--- src/rtl/program_sequencer.sv ---
// rtl/program_sequencer.sv - stored-program feeder driving processor IN_DATA_BUS and step clock
module program_sequencer #(
  parameter int DEPTH    = 16,
  parameter int AW       = 4,
  parameter int HIGH_CYC = 4,
  parameter int LOW_CYC  = 4
) (
  input  logic          CLK50MHz,
  input  logic          RST,
  input  logic          CLEAR,
  input  logic          LOAD_WE,
  input  logic [9:0]    LOAD_DATA,
  input  logic          RUN,
  input  logic          EXT_IN,
  input  logic          DONE_IN,
  output logic [9:0]    PROG_DATA,
  output logic          STEP_CLKb,
  output logic [AW:0]   PC,
  output logic [AW:0]   LEN,
  output logic          BUSY,
  output logic          HALT,
  output logic          ERR,
  output logic          OVF,
  output logic [7:0]    STEPS
);

  localparam int MAXC = (HIGH_CYC > LOW_CYC) ? HIGH_CYC : LOW_CYC;
  localparam int CW   = (MAXC > 1) ? $clog2(MAXC) : 1;
  localparam logic [AW:0] DEPTH_V = (AW+1)'(DEPTH);

  typedef enum logic [2:0] {S_IDLE, S_SETUP, S_PULSE, S_EVAL, S_HALT} state_t;

  state_t        state, state_nxt;
  logic [CW-1:0] cnt, cnt_nxt;
  logic [AW:0]   pc_nxt, len_nxt;
  logic          err_nxt, ovf_nxt;
  logic [7:0]    steps_nxt;
  logic          ext_l, done_l, ext_nxt, done_nxt;
  logic          mem_we;
  logic [9:0]    data_nxt;
  logic [9:0]    mem [0:DEPTH-1];

  assign BUSY = (state == S_SETUP) || (state == S_PULSE) || (state == S_EVAL);
  assign HALT = (state == S_HALT);

  // Next-state, program bookkeeping and load handling
  always_comb begin
    state_nxt = state;
    cnt_nxt   = cnt;
    pc_nxt    = PC;
    len_nxt   = LEN;
    err_nxt   = ERR;
    ovf_nxt   = OVF;
    steps_nxt = STEPS;
    ext_nxt   = ext_l;
    done_nxt  = done_l;
    mem_we    = 1'b0;
    case (state)
      S_IDLE, S_HALT: begin
        if (CLEAR) begin
          len_nxt = '0;
          ovf_nxt = 1'b0;
        end else if (LOAD_WE) begin
          if (LEN == DEPTH_V) begin
            ovf_nxt = 1'b1;
          end else begin
            mem_we  = 1'b1;
            len_nxt = LEN + 1'b1;
          end
        end
        // Start only if there is something to feed after this cycle's clear/load
        if (RUN && (len_nxt != '0)) begin
          pc_nxt    = '0;
          steps_nxt = '0;
          err_nxt   = 1'b0;
          cnt_nxt   = '0;
          state_nxt = S_SETUP;
        end
      end
      S_SETUP: begin
        if (cnt == CW'(HIGH_CYC - 1)) begin
          cnt_nxt   = '0;
          state_nxt = S_PULSE;
        end else begin
          cnt_nxt = cnt + 1'b1;
        end
      end
      S_PULSE: begin
        if (cnt == CW'(LOW_CYC - 1)) begin
          cnt_nxt   = '0;
          ext_nxt   = EXT_IN;
          done_nxt  = DONE_IN;
          state_nxt = S_EVAL;
        end else begin
          cnt_nxt = cnt + 1'b1;
        end
      end
      S_EVAL: begin
        if (STEPS != 8'hFF) steps_nxt = STEPS + 8'd1;
        if (ext_l && (PC == LEN)) begin
          err_nxt   = 1'b1;
          state_nxt = S_HALT;
        end else begin
          if (ext_l) pc_nxt = PC + 1'b1;
          state_nxt = (done_l && (pc_nxt == LEN)) ? S_HALT : S_SETUP;
        end
      end
      default: state_nxt = S_IDLE;
    endcase
  end

  // Bus word follows the next PC so it is settled before SETUP begins; bypass a same-cycle write
  always_comb begin
    data_nxt = 10'd0;
    if (pc_nxt < len_nxt) begin
      if (mem_we && (pc_nxt == LEN)) data_nxt = LOAD_DATA;
      else                           data_nxt = mem[pc_nxt[AW-1:0]];
    end
  end

  // State and output registers; reset forces the step clock high at once
  always_ff @(posedge CLK50MHz or posedge RST) begin
    if (RST) begin
      state     <= S_IDLE;
      cnt       <= '0;
      PC        <= '0;
      LEN       <= '0;
      ERR       <= 1'b0;
      OVF       <= 1'b0;
      STEPS     <= '0;
      ext_l     <= 1'b0;
      done_l    <= 1'b0;
      PROG_DATA <= '0;
      STEP_CLKb <= 1'b1;
    end else begin
      state     <= state_nxt;
      cnt       <= cnt_nxt;
      PC        <= pc_nxt;
      LEN       <= len_nxt;
      ERR       <= err_nxt;
      OVF       <= ovf_nxt;
      STEPS     <= steps_nxt;
      ext_l     <= ext_nxt;
      done_l    <= done_nxt;
      PROG_DATA <= data_nxt;
      STEP_CLKb <= (state_nxt != S_PULSE);
    end
  end

  // Program store, written only while stopped and never cleared
  always_ff @(posedge CLK50MHz) begin
    if (mem_we) mem[LEN[AW-1:0]] <= LOAD_DATA;
  end

endmodule
--- config.mk ---
export PLATFORM = sky130hd
export DESIGN_NAME = program_sequencer
export DESIGN_NICKNAME = d
export VERILOG_FILES = /design/src/rtl/program_sequencer.sv
export SDC_FILE = /design/constraint.sdc
export NUM_CORES = 1
export LEC_CHECK = 0
export ABC_AREA = 1
export CAP_MARGIN = 30
export CELL_PAD_IN_SITES_DETAIL_PLACEMENT = 0
export CELL_PAD_IN_SITES_GLOBAL_PLACEMENT = 1
export CORE_MARGIN = 3
export CORE_UTILIZATION = 35
export CTS_CLUSTER_DIAMETER = 50
export CTS_CLUSTER_SIZE = 25
export DETAILED_ROUTE_END_ITERATION = 16
export GPL_TIMING_DRIVEN = 0
export PLACE_DENSITY = 0.67
export SLEW_MARGIN = 20
export SYNTH_ARGS = -nofsm -noshare
export SYNTH_HDL_FRONTEND = slang
export SYNTH_SLANG_ARGS = --single-unit
--- constraint.sdc ---
create_clock -name CLK50MHz -period 7.6 [get_ports CLK50MHz]
set_input_delay 0.76 -clock CLK50MHz [delete_from_list [all_inputs] [get_ports CLK50MHz]]
set_output_delay 0.76 -clock CLK50MHz [all_outputs]
set_load 0.02 [all_outputs]
==> summary.json, run 1 <==
{
  "status": {"value": "complete, no violations"},
  "post_cts_resize_count": {"value": 0},
  "report.final.slew_viol_count": {"value": 0},
  "critical_path.top_delay_family": {"value": "compound AO/OA/AOI/OAI gates"},
  "area_growth": {"value": 17.89, "unit": "%"},
  "clk_transition_reported_paths": {"value": 0.08, "unit": "ns"},
  "rsz_0062_raised_after_global_routing": {"value": "no"},
  "gp_congestion": {"value": 0.8497},
  "fp.dieH": {"value": 167, "unit": "µm"},
  "ys_types": {"value": 37},
  "critical_path.reg2reg.endpoint": {"value": "PROG_DATA[8]$_DFF_PP0_"},
  "grt_start_max_net_pins": {"value": 28},
  "wl_per_cell": {"value": 19.69, "unit": "µm"},
  "drt-vias-per-instance": {"value": 5.152},
  "rr_worst_depth": {"value": 17},
  "floorplan.initialDensity": {"value": 0.3582},
  "grt-ovfl-total": {"value": 0},
  "post-cts-setup-buffer-count": {"value": 0},
  "cp.arrival": {"value": 4.36, "unit": "ns"},
  "avgSynthCellArea": {"value": 10.42, "unit": "µm²"},
  "drcViolationCount": {"value": 0},
  "worst_hold_startpoint": {"value": "cnt[0]$_DFFE_PP0P_"},
  "fin_skew": {"value": 0.01229, "unit": "ns"},
  "peakVddDrop": {"value": 0.1691, "unit": "mV"},
  "cp_slowest_stage_delay": {"value": 0.57, "unit": "ns"},
  "timing.final.hold_violations": {"value": 0},
  "holdPathStages": {"value": 1},
  "share_of_synthesized_area_occupied_by_flip_flops_and_latches": {"value": 0.6345},
  "grt_use_total": {"value": 0.1848},
  "synth.yosys.warnings": {"value": 0},
  "max_cap_violations": {"value": 0},
  "critPathBufInv": {"value": 3},
  "fin_hold_ws": {"value": 0.4960, "unit": "ns"},
  "synth_top_area_share": {"value": 0.5296},
  "postSynthCellCount": {"value": 871},
  "leak_pwr": {"value": 4.172, "unit": "nW"},
  "crit_path_end_kind": {"value": "flip-flop"},
  "cts_hold_repair.buffers": {"value": 0},
  "total_power_per_unit_cell_area": {"value": 425.3, "unit": "nW/µm²"},
  "clockBufferDepth": {"value": 2},
  "hold_path.class": {"value": "reg2reg"},
  "diodes": {"value": 0},
  "io_buffers": {"value": 49},
  "setup.worst_path.start_class": {"value": "flip-flop"},
  "placement_rows": {"value": 58},
  "antenna_violations_before_repair": {"value": 0},
  "design.final.nets": {"value": 983},
  "grt_pass1_vias": {"value": 6267},
  "design.portCount": {"value": 50},
  "crit_type": {"value": "reg2reg"},
  "fin_crit": {"value": 3.986, "unit": "ns"},
  "synth-seq-cells": {"value": 198},
  "tritoncts_clock_tree": {"value": "done"},
  "final_tns_setup": {"value": 0, "unit": "ns"},
  "layout-drive-gt1-share": {"value": 0.1157},
  "whs_endpoint": {"value": "cnt[0]$_DFFE_PP0P_"},
  "synthTopCellsByArea": {"value": "sky130_fd_sc_hd__edfxtp_1 53%, sky130_fd_sc_hd__nand3_1 13%, sky130_fd_sc_hd__dfrtp_1 10%, sky130_fd_sc_hd__nand2_1 7.4%, sky130_fd_sc_hd__inv_1 2.6%"},
  "synth_fp_nets": {"value": 899},
  "critical_path_peak_fanout": {"value": 11},
  "global_route_wire_length_before_repair": {"value": 39250, "unit": "µm"},
  "layout_worst_path_cycle_share": {"value": 0.5245},
  "yosys.area.top_type": {"value": "sky130_fd_sc_hd__edfxtp_1"},
  "syn_area": {"value": 9072, "unit": "µm²"},
  "setup_viol": {"value": 0},
  "cp_data_required_time": {"value": 7.97, "unit": "ns"},
  "tritoncts_num_sinks": {"value": 198},
  "clk_root_buffer_cell": {"value": "sky130_fd_sc_hd__clkbuf_16"},
  "clock_insertion_delay_worst_skew": {"value": 0.44, "unit": "ns"},
  "crit-reg2reg-launch": {"value": "LEN[0]$_DFF_PP0_"},
  "dr.first_iter.drc_count": {"value": 713},
  "drt_pass_1_iters": {"value": 5},
  "die_area": {"value": 27890, "unit": "µm²"},
  "timing.critical_path.slowest_stage_cell": {"value": "sky130_fd_sc_hd__dfrtp_1"},
  "floorplan.core_area": {"value": 25330, "unit": "µm²"},
  "chipWidth": {"value": 167, "unit": "µm"},
  "timing.slew.headroom": {"value": 0.3442},
  "drtAntennaViolNets": {"value": 0},
  "worstPathCellList": {"value": "inv_1 > ha_1 > o21ai_0 > nand2_1 > nor2_2 > nand2_2 > nand3_2 > nand3_1 > nand2_1 > clkbuf_1 > ha_1 > nand2_1 > o21ai_0 > a21oi_4 > a21boi_1 > nand2_1 > inv_1"},
  "vias": {"value": 6687},
  "critPathMostFrequentCell": {"value": "sky130_fd_sc_hd__nand2_1"},
  "rrSetupSlack": {"value": 3.61, "unit": "ns"},
  "design_power_total": {"value": 0.004548, "unit": "W"},
  "drt-total-wl": {"value": 25560, "unit": "µm"},
  "maxClockFrequency": {"value": 250.8, "unit": "MHz"},
  "worstMarginPinSlew": {"value": 0.9800, "unit": "ns"},
  "cts.htree.levels": {"value": 4},
  "cts_buffers": {"value": 17},
  "dp_hpwl": {"value": 17780, "unit": "µm"}
}
==> worst max-delay path by stage <==
stage,start,to,slack (ns),cells past startpoint
3_3_place_gp,LOAD_WE,PROG_DATA[8]$_DFF_PP0_,3.38,21
3_5_place_dp,LOAD_WE,PROG_DATA[8]$_DFF_PP0_,3.41,21
2_1_floorplan,LEN[0]$_DFF_PP0_,PROG_DATA[8]$_DFF_PP0_,4.53,19
6_report,LEN[0]$_DFF_PP0_,PROG_DATA[8]$_DFF_PP0_,3.61,17
4_1_cts,LEN[0]$_DFF_PP0_,PROG_DATA[8]$_DFF_PP0_,3.68,19
5_1_grt,LEN[0]$_DFF_PP0_,PROG_DATA[8]$_DFF_PP0_,3.34,19
==> cells by family (layout without fill, tap and decap cells) <==
| logic type | after synthesis | in the layout | share of synthesized area |
|---|---|---|---|
| AO/OA/AOI/OAI | 52 | 52 | 0.03531 |
| XOR/XNOR | 9 | 9 | 0.008689 |
| adder cells (fa/ha/maj) | 11 | 11 | 0.01517 |
| multiplexers | 1 | 1 | 0.001241 |
| AND/OR/NAND/NOR | 489 | 489 | 0.2476 |
| flip-flops | 198 | 198 | 0.6345 |
| buffers and inverters | 111 | 208 | 0.05751 |
==> sequential cells by signal, summed over array words and instances, names as in the netlist <==
register / cells
PROG_DATA: 10
STEPS: 8
ext_l: 1
done_l: 1
ERR: 1
LEN: 5
mem: 160
OVF: 1
cnt: 2
STEP_CLKb: 1
state: 3
PC: 5
==> placed cells by master (no fill, tap or decap), types with 6 or more instances in the layout <==
cell / synthesis / layout
sky130_fd_sc_hd__a21oi_1: 22 / 22
sky130_fd_sc_hd__buf_2: 24 / 24
sky130_fd_sc_hd__buf_4: 10 / 25
sky130_fd_sc_hd__clkbuf_16: 0 / 17
sky130_fd_sc_hd__clkdlybuf4s50_1: 0 / 49
sky130_fd_sc_hd__dfrtp_1: 37 / 37
sky130_fd_sc_hd__edfxtp_1: 160 / 160
sky130_fd_sc_hd__ha_1: 11 / 11
sky130_fd_sc_hd__inv_1: 62 / 61
sky130_fd_sc_hd__inv_2: 5 / 6
sky130_fd_sc_hd__nand2_1: 180 / 180
sky130_fd_sc_hd__nand3_1: 237 / 237
sky130_fd_sc_hd__nand3b_1: 7 / 7
sky130_fd_sc_hd__nor2_1: 39 / 39
sky130_fd_sc_hd__o21ai_0: 16 / 16
sky130_fd_sc_hd__xor2_1: 9 / 9
==> layer usage <==
metal	up-vias	global-route usage	share of wire
met4	0	0.03659	0.0085
met3	12	0.03560	0.058
met5	-	0	0
met1	3270	0.2760	0.48
li1	3204	-	-
met2	201	0.2831	0.45
==> power by group <==
| group | switching [W] | internal, W |
|---|---|---|
| clock network | 0.000453 | 0.000439 |
| logic | 0.00153 | 0.000756 |
| registers | 0.0000911 | 0.00128 |
| total | 0.00207 | 0.00247 |
==> area by class of cell <==
cell class	instances	area (µm²)
fill	2415	14630
sequential	198	5757
multi-input combinational	562	2794
timing repair buffer	65	623.1
clock buffer	17	425.4
tap	330	412.9
buffer	43	266.5
inverter	68	255.2
clock inverter	15	161.4
==> cell usage after synthesis <==
master	count
sky130_fd_sc_hd__xor2_1	9
sky130_fd_sc_hd__a21oi_1	22
sky130_fd_sc_hd__buf_4	10
sky130_fd_sc_hd__clkbuf_1	4
sky130_fd_sc_hd__nand2_2	3
sky130_fd_sc_hd__a21oi_4	2
sky130_fd_sc_hd__o31ai_1	1
sky130_fd_sc_hd__o211ai_1	2
sky130_fd_sc_hd__clkinv_1	1
sky130_fd_sc_hd__buf_2	24
sky130_fd_sc_hd__ha_1	11
sky130_fd_sc_hd__buf_6	5
sky130_fd_sc_hd__dfstp_2	1
sky130_fd_sc_hd__nor2_2	5
sky130_fd_sc_hd__nand2_1	180
sky130_fd_sc_hd__a22oi_4	1
sky130_fd_sc_hd__nand3_1	237
sky130_fd_sc_hd__nand3b_1	7
sky130_fd_sc_hd__nor3_1	5
sky130_fd_sc_hd__nand2_4	1
sky130_fd_sc_hd__edfxtp_1	160
sky130_fd_sc_hd__nand3_2	3
sky130_fd_sc_hd__o21ai_1	3
sky130_fd_sc_hd__inv_2	5
sky130_fd_sc_hd__o22ai_1	2
sky130_fd_sc_hd__inv_1	62
sky130_fd_sc_hd__mux2_2	1
sky130_fd_sc_hd__o21ai_2	1
sky130_fd_sc_hd__dfrtp_1	37
sky130_fd_sc_hd__a32o_1	1
sky130_fd_sc_hd__o21ai_0	16
sky130_fd_sc_hd__nand3_4	1
sky130_fd_sc_hd__nor3b_1	1
sky130_fd_sc_hd__nand4_1	5
sky130_fd_sc_hd__nor4_1	2
sky130_fd_sc_hd__a21boi_1	1
sky130_fd_sc_hd__nor2_1	39
==> per-stage QoR <==
stage | setup WS [ns] | util | cells | area [µm²]
finish | 3.614 | 0.4223 | 1298 | 10700
global route | 3.335 | 0.4223 | 1298 | 10700
CTS | 3.679 | 0.4205 | 1292 | 10650
detailed placement | 3.415 | 0.3973 | 1260 | 10060
global placement | 3.384 | 0.3939 | 1250 | 9976
floorplan | 4.526 | - | 871 | 9072
No activity file was read; power rests on OpenSTA's default activity.
==> inputs of run 2 (changes only) <==
==> constraint.sdc (replaced) <==
create_clock -name CLK50MHz -period 4.13 [get_ports CLK50MHz]
set_input_delay 0.413 -clock CLK50MHz [delete_from_list [all_inputs] [get_ports CLK50MHz]]
set_output_delay 0.413 -clock CLK50MHz [all_outputs]
set_load 0.02 [all_outputs]
==> run 2 against run 1 <==
Register-to-register slack lost 3.3 ns. Via count grew 0.43%. Die area is the same. Core utilization grew 0.084 points. Sequential share of layout area shrank 0.095 points. Power grew 86%.
==> summary.json, run 2 (synthesis results as in run 1) <==
{
  "leak_pwr": {"value": 4.181, "unit": "nW"},
  "timing.critical_path.slowest_stage_cell": {"value": "sky130_fd_sc_hd__clkbuf_1"},
  "timing.final.ws_setup": {"value": 0.2663, "unit": "ns"},
  "antenna_violations_before_repair": {"value": 0},
  "setup.worst_path.start_class": {"value": "flip-flop"},
  "cp_slowest_stage_delay": {"value": 0.55, "unit": "ns"},
  "drtAntennaViolNets": {"value": 0},
  "clk_transition_reported_paths": {"value": 0.08, "unit": "ns"},
  "cp_data_required_time": {"value": 4.50, "unit": "ns"},
  "detailroute.wirelength.met3": {"value": 1393, "unit": "µm"},
  "crit_end": {"value": "PROG_DATA[8]$_DFF_PP0_"},
  "design.portCount": {"value": 50},
  "drt-total-wl": {"value": 25550, "unit": "µm"},
  "cts_buffers": {"value": 17},
  "critPathMostFrequentCell": {"value": "sky130_fd_sc_hd__nand2_1"},
  "grt_start_max_net_pins": {"value": 28},
  "dp_hpwl": {"value": 17780, "unit": "µm"},
  "chipWidth": {"value": 167, "unit": "µm"},
  "crit-reg2reg-launch": {"value": "LEN[0]$_DFF_PP0_"},
  "tritoncts_num_sinks": {"value": 198},
  "die_area": {"value": 27890, "unit": "µm²"},
  "worstMarginPinSlew": {"value": 0.9891, "unit": "ns"},
  "met1Wirelength": {"value": 12410, "unit": "µm"},
  "wl_per_cell": {"value": 19.67, "unit": "µm"},
  "hold_path.class": {"value": "in2async"},
  "clock_insertion_delay_worst_skew": {"value": 0.44, "unit": "ns"},
  "rr_worst_depth": {"value": 21},
  "layout_worst_path_cycle_share": {"value": 0.9355},
  "rrSetupSlack": {"value": 0.27, "unit": "ns"},
  "fp.dieH": {"value": 167, "unit": "µm"},
  "grt-ovfl-total": {"value": 0},
  "design.final.nets": {"value": 984},
  "critPathBufInv": {"value": 5},
  "fin_skew": {"value": 0.01233, "unit": "ns"},
  "dr.first_iter.drc_count": {"value": 710},
  "drcViolationCount": {"value": 0},
  "fin_hold_ws": {"value": 0.2366, "unit": "ns"},
  "crit_type": {"value": "reg2reg"},
  "critical_path.reg2reg.endpoint": {"value": "PROG_DATA[8]$_DFF_PP0_"},
  "worstPathCellList": {"value": "inv_1 > ha_1 > nand2_1 > inv_1 > nand3_1 > nand3_1 > nand2_1 > nor2_2 > nand2_2 > nand3_2 > nand3_1 > nand2_1 > clkbuf_1 > ha_1 > nand2_1 > o21ai_0 > a21oi_4 > buf_12 > a21boi_1 > nand2_1 > inv_1"},
  "diodes": {"value": 0},
  "status": {"value": "complete, no violations"},
  "fin_crit": {"value": 3.864, "unit": "ns"},
  "place.detailed.instances": {"value": 1260},
  "max_cap_violations": {"value": 0},
  "global_route_wire_length_before_repair": {"value": 39250, "unit": "µm"},
  "critical_path.top_delay_family": {"value": "buffers and inverters"},
  "clk_root_buffer_cell": {"value": "sky130_fd_sc_hd__clkbuf_16"},
  "wl_met2": {"value": 11530, "unit": "µm"},
  "timing.slew.headroom": {"value": 0.3381},
  "layout_commonest_cell": {"value": "sky130_fd_sc_hd__nand3_1"},
  "fin_cells": {"value": 1299},
  "drt-vias-per-instance": {"value": 5.170},
  "crit_path_end_kind": {"value": "flip-flop"},
  "tritoncts_clock_tree": {"value": "done"},
  "area_growth": {"value": 18.12, "unit": "%"},
  "setup_viol": {"value": 0},
  "total_power_per_unit_cell_area": {"value": 789.8, "unit": "nW/µm²"},
  "cts.htree.levels": {"value": 4},
  "io_buffers": {"value": 49},
  "top_layer": {"value": "met4"},
  "clockBufferDepth": {"value": 2},
  "largest_register_ffs": {"value": 160},
  "final_tns_setup": {"value": 0, "unit": "ns"},
  "critical_path_peak_fanout": {"value": 11},
  "maxClockFrequency": {"value": 258.8, "unit": "MHz"},
  "placement.setup.worst_slack": {"value": 0.2298, "unit": "ns"},
  "vias": {"value": 6716},
  "report.final.slew_viol_count": {"value": 0},
  "floorplan.initialDensity": {"value": 0.3582},
  "grt_use_total": {"value": 0.1848},
  "path_depth": {"value": 21},
  "rsz_0062_raised_after_global_routing": {"value": "no"},
  "drt_pass_1_iters": {"value": 5},
  "gp_congestion": {"value": 0.8497},
  "layout_common_cells": {"value": "237 x sky130_fd_sc_hd__nand3_1, 180 x sky130_fd_sc_hd__nand2_1, 160 x sky130_fd_sc_hd__edfxtp_1"},
  "grt_pass1_vias": {"value": 6267},
  "floorplan.core_area": {"value": 25330, "unit": "µm²"},
  "crit_path_start": {"value": "LEN[0]$_DFF_PP0_"},
  "placement_rows": {"value": 58},
  "post-route-util": {"value": 0.4231},
  "peakVddDrop": {"value": 0.3118, "unit": "mV"},
  "layout-drive-gt1-share": {"value": 0.1176},
  "timing.final.hold_violations": {"value": 0},
  "cp.arrival": {"value": 4.23, "unit": "ns"}
}
==> run 2: cell count changes in the layout (fill, tap and decap cells not counted), sizes merged <==
| cell | change |
|---|---|
| buf | +1 |
==> run 2: cell type report <==
class                   instances  area [µm²]
repair buffers                 66       643.1
plain buffers                  43       266.5
fillers                      2415       14610
clock inverters                15       161.4
clock buffers                  17       425.4
well taps                     330       412.9
flip-flops and latches        198        5758
multi-input cells             562        2794
inverters                      68       255.2
==> run 2: per-layer routing <==
| metal | vias to the layer above | GRT usage |
|---|---|---|
| li1 | 3214 | - |
| met1 | 3294 | 0.2760 |
| met2 | 196 | 0.2831 |
| met3 | 12 | 0.03560 |
| met4 | 0 | 0.03659 |
| met5 | - | 0 |
==> run 2: what timing repair did <==
action,CTS,global route
gates resized for setup,0,1
endpoints found under the setup margin,0,9
hold buffers,0,0
buffers inserted,0,1
==> run 2: where the power goes <==
| group | switching, W | internal (W) | leakage (nW) |
|---|---|---|---|
| combinational | 0.00283 | 0.00148 | 1.98 |
| clock | 0.000830 | 0.000808 | 0.277 |
| sequential | 0.000169 | 0.00235 | 1.93 |
==> run 2: how the worst min path moves through the flow <==
stage / startpoint / end / slack (ns) / depth (start not counted)
after CTS: RST / STEPS[4]$_DFFE_PP0P_ / 0.23 / 2
after floorplan: cnt[0]$_DFFE_PP0P_ / cnt[0]$_DFFE_PP0P_ / 0.46 / 1
after detailed placement: cnt[0]$_DFFE_PP0P_ / cnt[0]$_DFFE_PP0P_ / 0.48 / 1
after global routing: RST / STEPS[4]$_DFFE_PP0P_ / 0.24 / 2
after global placement: cnt[0]$_DFFE_PP0P_ / cnt[0]$_DFFE_PP0P_ / 0.48 / 1
final: RST / STEPS[4]$_DFFE_PP0P_ / 0.24 / 2
==> run 2: metrics by stage <==
step | instance area (µm²) | total power (W)
global route | 10720 | 0.009093
global placement | 9976 | 0.006719
detailed placement | 10060 | 0.006750
finish | 10720 | 0.008464
CTS | 10650 | 0.008379
floorplan | 9072 | 0.005307
==> inputs of run 3 (changes only) <==
--- a/config.mk
+++ b/config.mk
@@ -9,7 +9,7 @@
 export CAP_MARGIN = 30
 export CELL_PAD_IN_SITES_DETAIL_PLACEMENT = 0
 export CELL_PAD_IN_SITES_GLOBAL_PLACEMENT = 1
-export CORE_MARGIN = 3
+export CORE_MARGIN = 2
 export CORE_UTILIZATION = 35
 export CTS_CLUSTER_DIAMETER = 50
 export CTS_CLUSTER_SIZE = 25
@@ -20,3 +20,4 @@
 export SYNTH_ARGS = -nofsm -noshare
 export SYNTH_HDL_FRONTEND = slang
 export SYNTH_SLANG_ARGS = --single-unit
+export TNS_END_PERCENT = 20
==> run 3 against run 2 <==
Critical path depth is 2 higher. Core utilization about the same. Register-to-register slack better by 0.09 ns. Worst hold slack improved by 0.058 ns. Worst setup slack improved by 0.091 ns. Count of clock-buffer cells in the layout is 1 higher. First-iteration DRC count down 9.7%. Clock power grew 2%. Via count decreased by 0.63%.
==> summary.json, run 3 (synthesis results as in run 1) <==
{
  "global_route_wire_length_before_repair": {"value": 38780, "unit": "µm"},
  "diodes": {"value": 0},
  "vias": {"value": 6674},
  "clk_root_buffer_cell": {"value": "sky130_fd_sc_hd__clkbuf_16"},
  "cp_slowest_stage_delay": {"value": 0.49, "unit": "ns"},
  "drcViolationCount": {"value": 0},
  "layout_commonest_cell": {"value": "sky130_fd_sc_hd__nand3_1"},
  "fin_cells": {"value": 1296},
  "place.detailed.instances": {"value": 1258},
  "dp_hpwl": {"value": 17790, "unit": "µm"},
  "wl_per_cell": {"value": 19.71, "unit": "µm"},
  "grt_most_used_layer": {"value": "met2"},
  "final_tns_setup": {"value": 0, "unit": "ns"},
  "crit_path_start": {"value": "LEN[0]$_DFF_PP0_"},
  "timing.final.hold_violations": {"value": 0},
  "setup.worst_path.start_class": {"value": "flip-flop"},
  "die_area": {"value": 27230, "unit": "µm²"},
  "floorplan.initialDensity": {"value": 0.3582},
  "chipWidth": {"value": 165, "unit": "µm"},
  "peakVddDrop": {"value": 0.2916, "unit": "mV"},
  "grt-ovfl-total": {"value": 0},
  "timing.slew.headroom": {"value": 0.3437},
  "grt_start_max_net_pins": {"value": 22},
  "critPathMostFrequentCell": {"value": "sky130_fd_sc_hd__nand2_1"},
  "layout-drive-gt1-share": {"value": 0.1149},
  "design.final.nets": {"value": 981},
  "postPlaceCellArea": {"value": 10060, "unit": "µm²"},
  "setup_viol": {"value": 0},
  "fin_skew": {"value": 0.01550, "unit": "ns"},
  "clk_transition_reported_paths": {"value": 0.08, "unit": "ns"},
  "rsz_0062_raised_after_global_routing": {"value": "no"},
  "grt.met2_usage": {"value": 0.3072},
  "cts.htree.levels": {"value": 4},
  "leak_pwr": {"value": 4.183, "unit": "nW"},
  "io_buffers": {"value": 49},
  "final.fill_count": {"value": 2435},
  "timing.critical_path.slowest_stage_cell": {"value": "sky130_fd_sc_hd__dfrtp_2"},
  "tritoncts_num_sinks": {"value": 198},
  "final_cell_area": {"value": 10730, "unit": "µm²"},
  "drt-vias-per-instance": {"value": 5.150},
  "clockBufferDepth": {"value": 2},
  "fp.dieH": {"value": 165, "unit": "µm"},
  "cp_data_required_time": {"value": 4.51, "unit": "ns"},
  "rr_worst_depth": {"value": 23},
  "placement_rows": {"value": 58},
  "total_power_per_unit_cell_area": {"value": 793.3, "unit": "nW/µm²"},
  "cp.arrival": {"value": 4.15, "unit": "ns"},
  "floorplan.core_area": {"value": 25330, "unit": "µm²"},
  "crit-reg2reg-launch": {"value": "LEN[0]$_DFF_PP0_"},
  "dr.first_iter.drc_count": {"value": 641},
  "fin_crit": {"value": 3.773, "unit": "ns"},
  "layout_common_cells": {"value": "237 x sky130_fd_sc_hd__nand3_1, 180 x sky130_fd_sc_hd__nand2_1, 160 x sky130_fd_sc_hd__edfxtp_1"},
  "drt-total-wl": {"value": 25540, "unit": "µm"},
  "crit_path_end_kind": {"value": "flip-flop"},
  "grt.met3_usage": {"value": 0.03014},
  "maxClockFrequency": {"value": 265.0, "unit": "MHz"},
  "rrSetupSlack": {"value": 0.36, "unit": "ns"},
  "grt.met1_usage": {"value": 0.2855},
  "grt_pass1_vias": {"value": 6346},
  "critical_path_peak_fanout": {"value": 11},
  "hold_path.class": {"value": "in2async"},
  "area_growth": {"value": 18.22, "unit": "%"},
  "antenna_violations_before_repair": {"value": 0},
  "clock_insertion_delay_worst_skew": {"value": 0.45, "unit": "ns"},
  "worstPathCellList": {"value": "inv_1 > ha_1 > nand2_1 > inv_1 > nand3_1 > nand3_1 > nand2_1 > nor2_2 > nand2_2 > nand2_1 > nand3_1 > nand2_1 > nand2_1 > inv_1 > buf_2 > ha_1 > a21oi_1 > o21ai_0 > a21oi_4 > buf_12 > a21boi_1 > nand2_1 > inv_1"},
  "drt_pass_1_iters": {"value": 5},
  "cts_buffers": {"value": 17},
  "report.final.slew_viol_count": {"value": 0},
  "gp_congestion": {"value": 0.8376},
  "crit_end": {"value": "PROG_DATA[8]$_DFF_PP0_"},
  "grt_use_total": {"value": 0.1966},
  "tritoncts_clock_tree": {"value": "done"},
  "design.portCount": {"value": 50},
  "worstMarginPinSlew": {"value": 0.9808, "unit": "ns"},
  "drtAntennaViolNets": {"value": 0},
  "crit_type": {"value": "reg2reg"},
  "max_cap_violations": {"value": 0},
  "critical_path.reg2reg.endpoint": {"value": "PROG_DATA[8]$_DFF_PP0_"},
  "largest_register_ffs": {"value": 160},
  "status": {"value": "complete, no violations"},
  "layout_worst_path_cycle_share": {"value": 0.9136}
}
-- run 3: metrics by stage --
step	util	power [W]	worst slack, ns	hold WS (ns)
final	0.4235	0.008508	0.3570	0.2949
after global routing	0.4235	0.009131	0.05163	0.3240
after CTS	0.4211	0.008416	0.2263	0.3039
after detailed placement	0.3972	0.006760	0.2509	0.4949
after global placement	0.3939	0.006727	0.2301	0.4793
after floorplan	-	0.005307	1.056	0.4603
-- run 3: worst min-delay path by stage --
stage                              to  slack [ns]                from
3_5_place_dp          ERR$_DFFE_PP0P_        0.49     ERR$_DFFE_PP0P_
4_1_cts        PROG_DATA[1]$_DFF_PP0_        0.30                 RST
5_1_grt        PROG_DATA[1]$_DFF_PP0_        0.32                 RST
2_1_floorplan      cnt[0]$_DFFE_PP0P_        0.46  cnt[0]$_DFFE_PP0P_
6_report       PROG_DATA[1]$_DFF_PP0_        0.29                 RST
3_3_place_gp       cnt[0]$_DFFE_PP0P_        0.48  cnt[0]$_DFFE_PP0P_
-- run 3: where the power goes --
| part | switching (W) | internal [W] | total (W) |
|---|---|---|---|
| registers | 0.000170 | 0.00235 | 0.00252 |
| clock network | 0.000852 | 0.000823 | 0.00168 |
| logic | 0.00283 | 0.00148 | 0.00431 |
-- run 3: critical path, delay by kind of cell, from the launching register on --
kind / cells / cell delay (ns)
AOI/OAI and AO/OA: 4 / 0.60
adders and majority gates: 2 / 0.56
buffers and inverters: 6 / 0.99
DFF: 1 / 0.49
and+or+nand+nor: 11 / 1.04
-- run 3: routing by layer --
metal / vias up / part of all wire
li1: 3202 / -
met1: 3212 / 0.47
met2: 235 / 0.46
met3: 25 / 0.061
met4: 0 / 0.013
met5: - / 0
-- run 3: repair_timing --
| action | CTS | global route |
|---|---|---|
| endpoints found under the hold margin | 0 | 0 |
| setup endpoints to repair | 0 | 10 |
| setup buffers | 0 | 1 |
| resized for setup | 0 | 3 |
| hold buffers | 0 | 0 |
-- run 3: cell type report --
cell class | count | area [µm²] | share of cell area
plain buffers | 43 | 267.8 | 0.02496
clock buffers | 18 | 429.2 | 0.04001
clock inverters | 14 | 176.4 | 0.01645
inverters | 68 | 255.2 | 0.02380
multi-input cells | 562 | 2794 | 0.2605
flip-flops and latches | 198 | 5758 | 0.5369
well taps | 330 | 412.9 | 0.03850
repair buffers | 63 | 631.9 | 0.05891
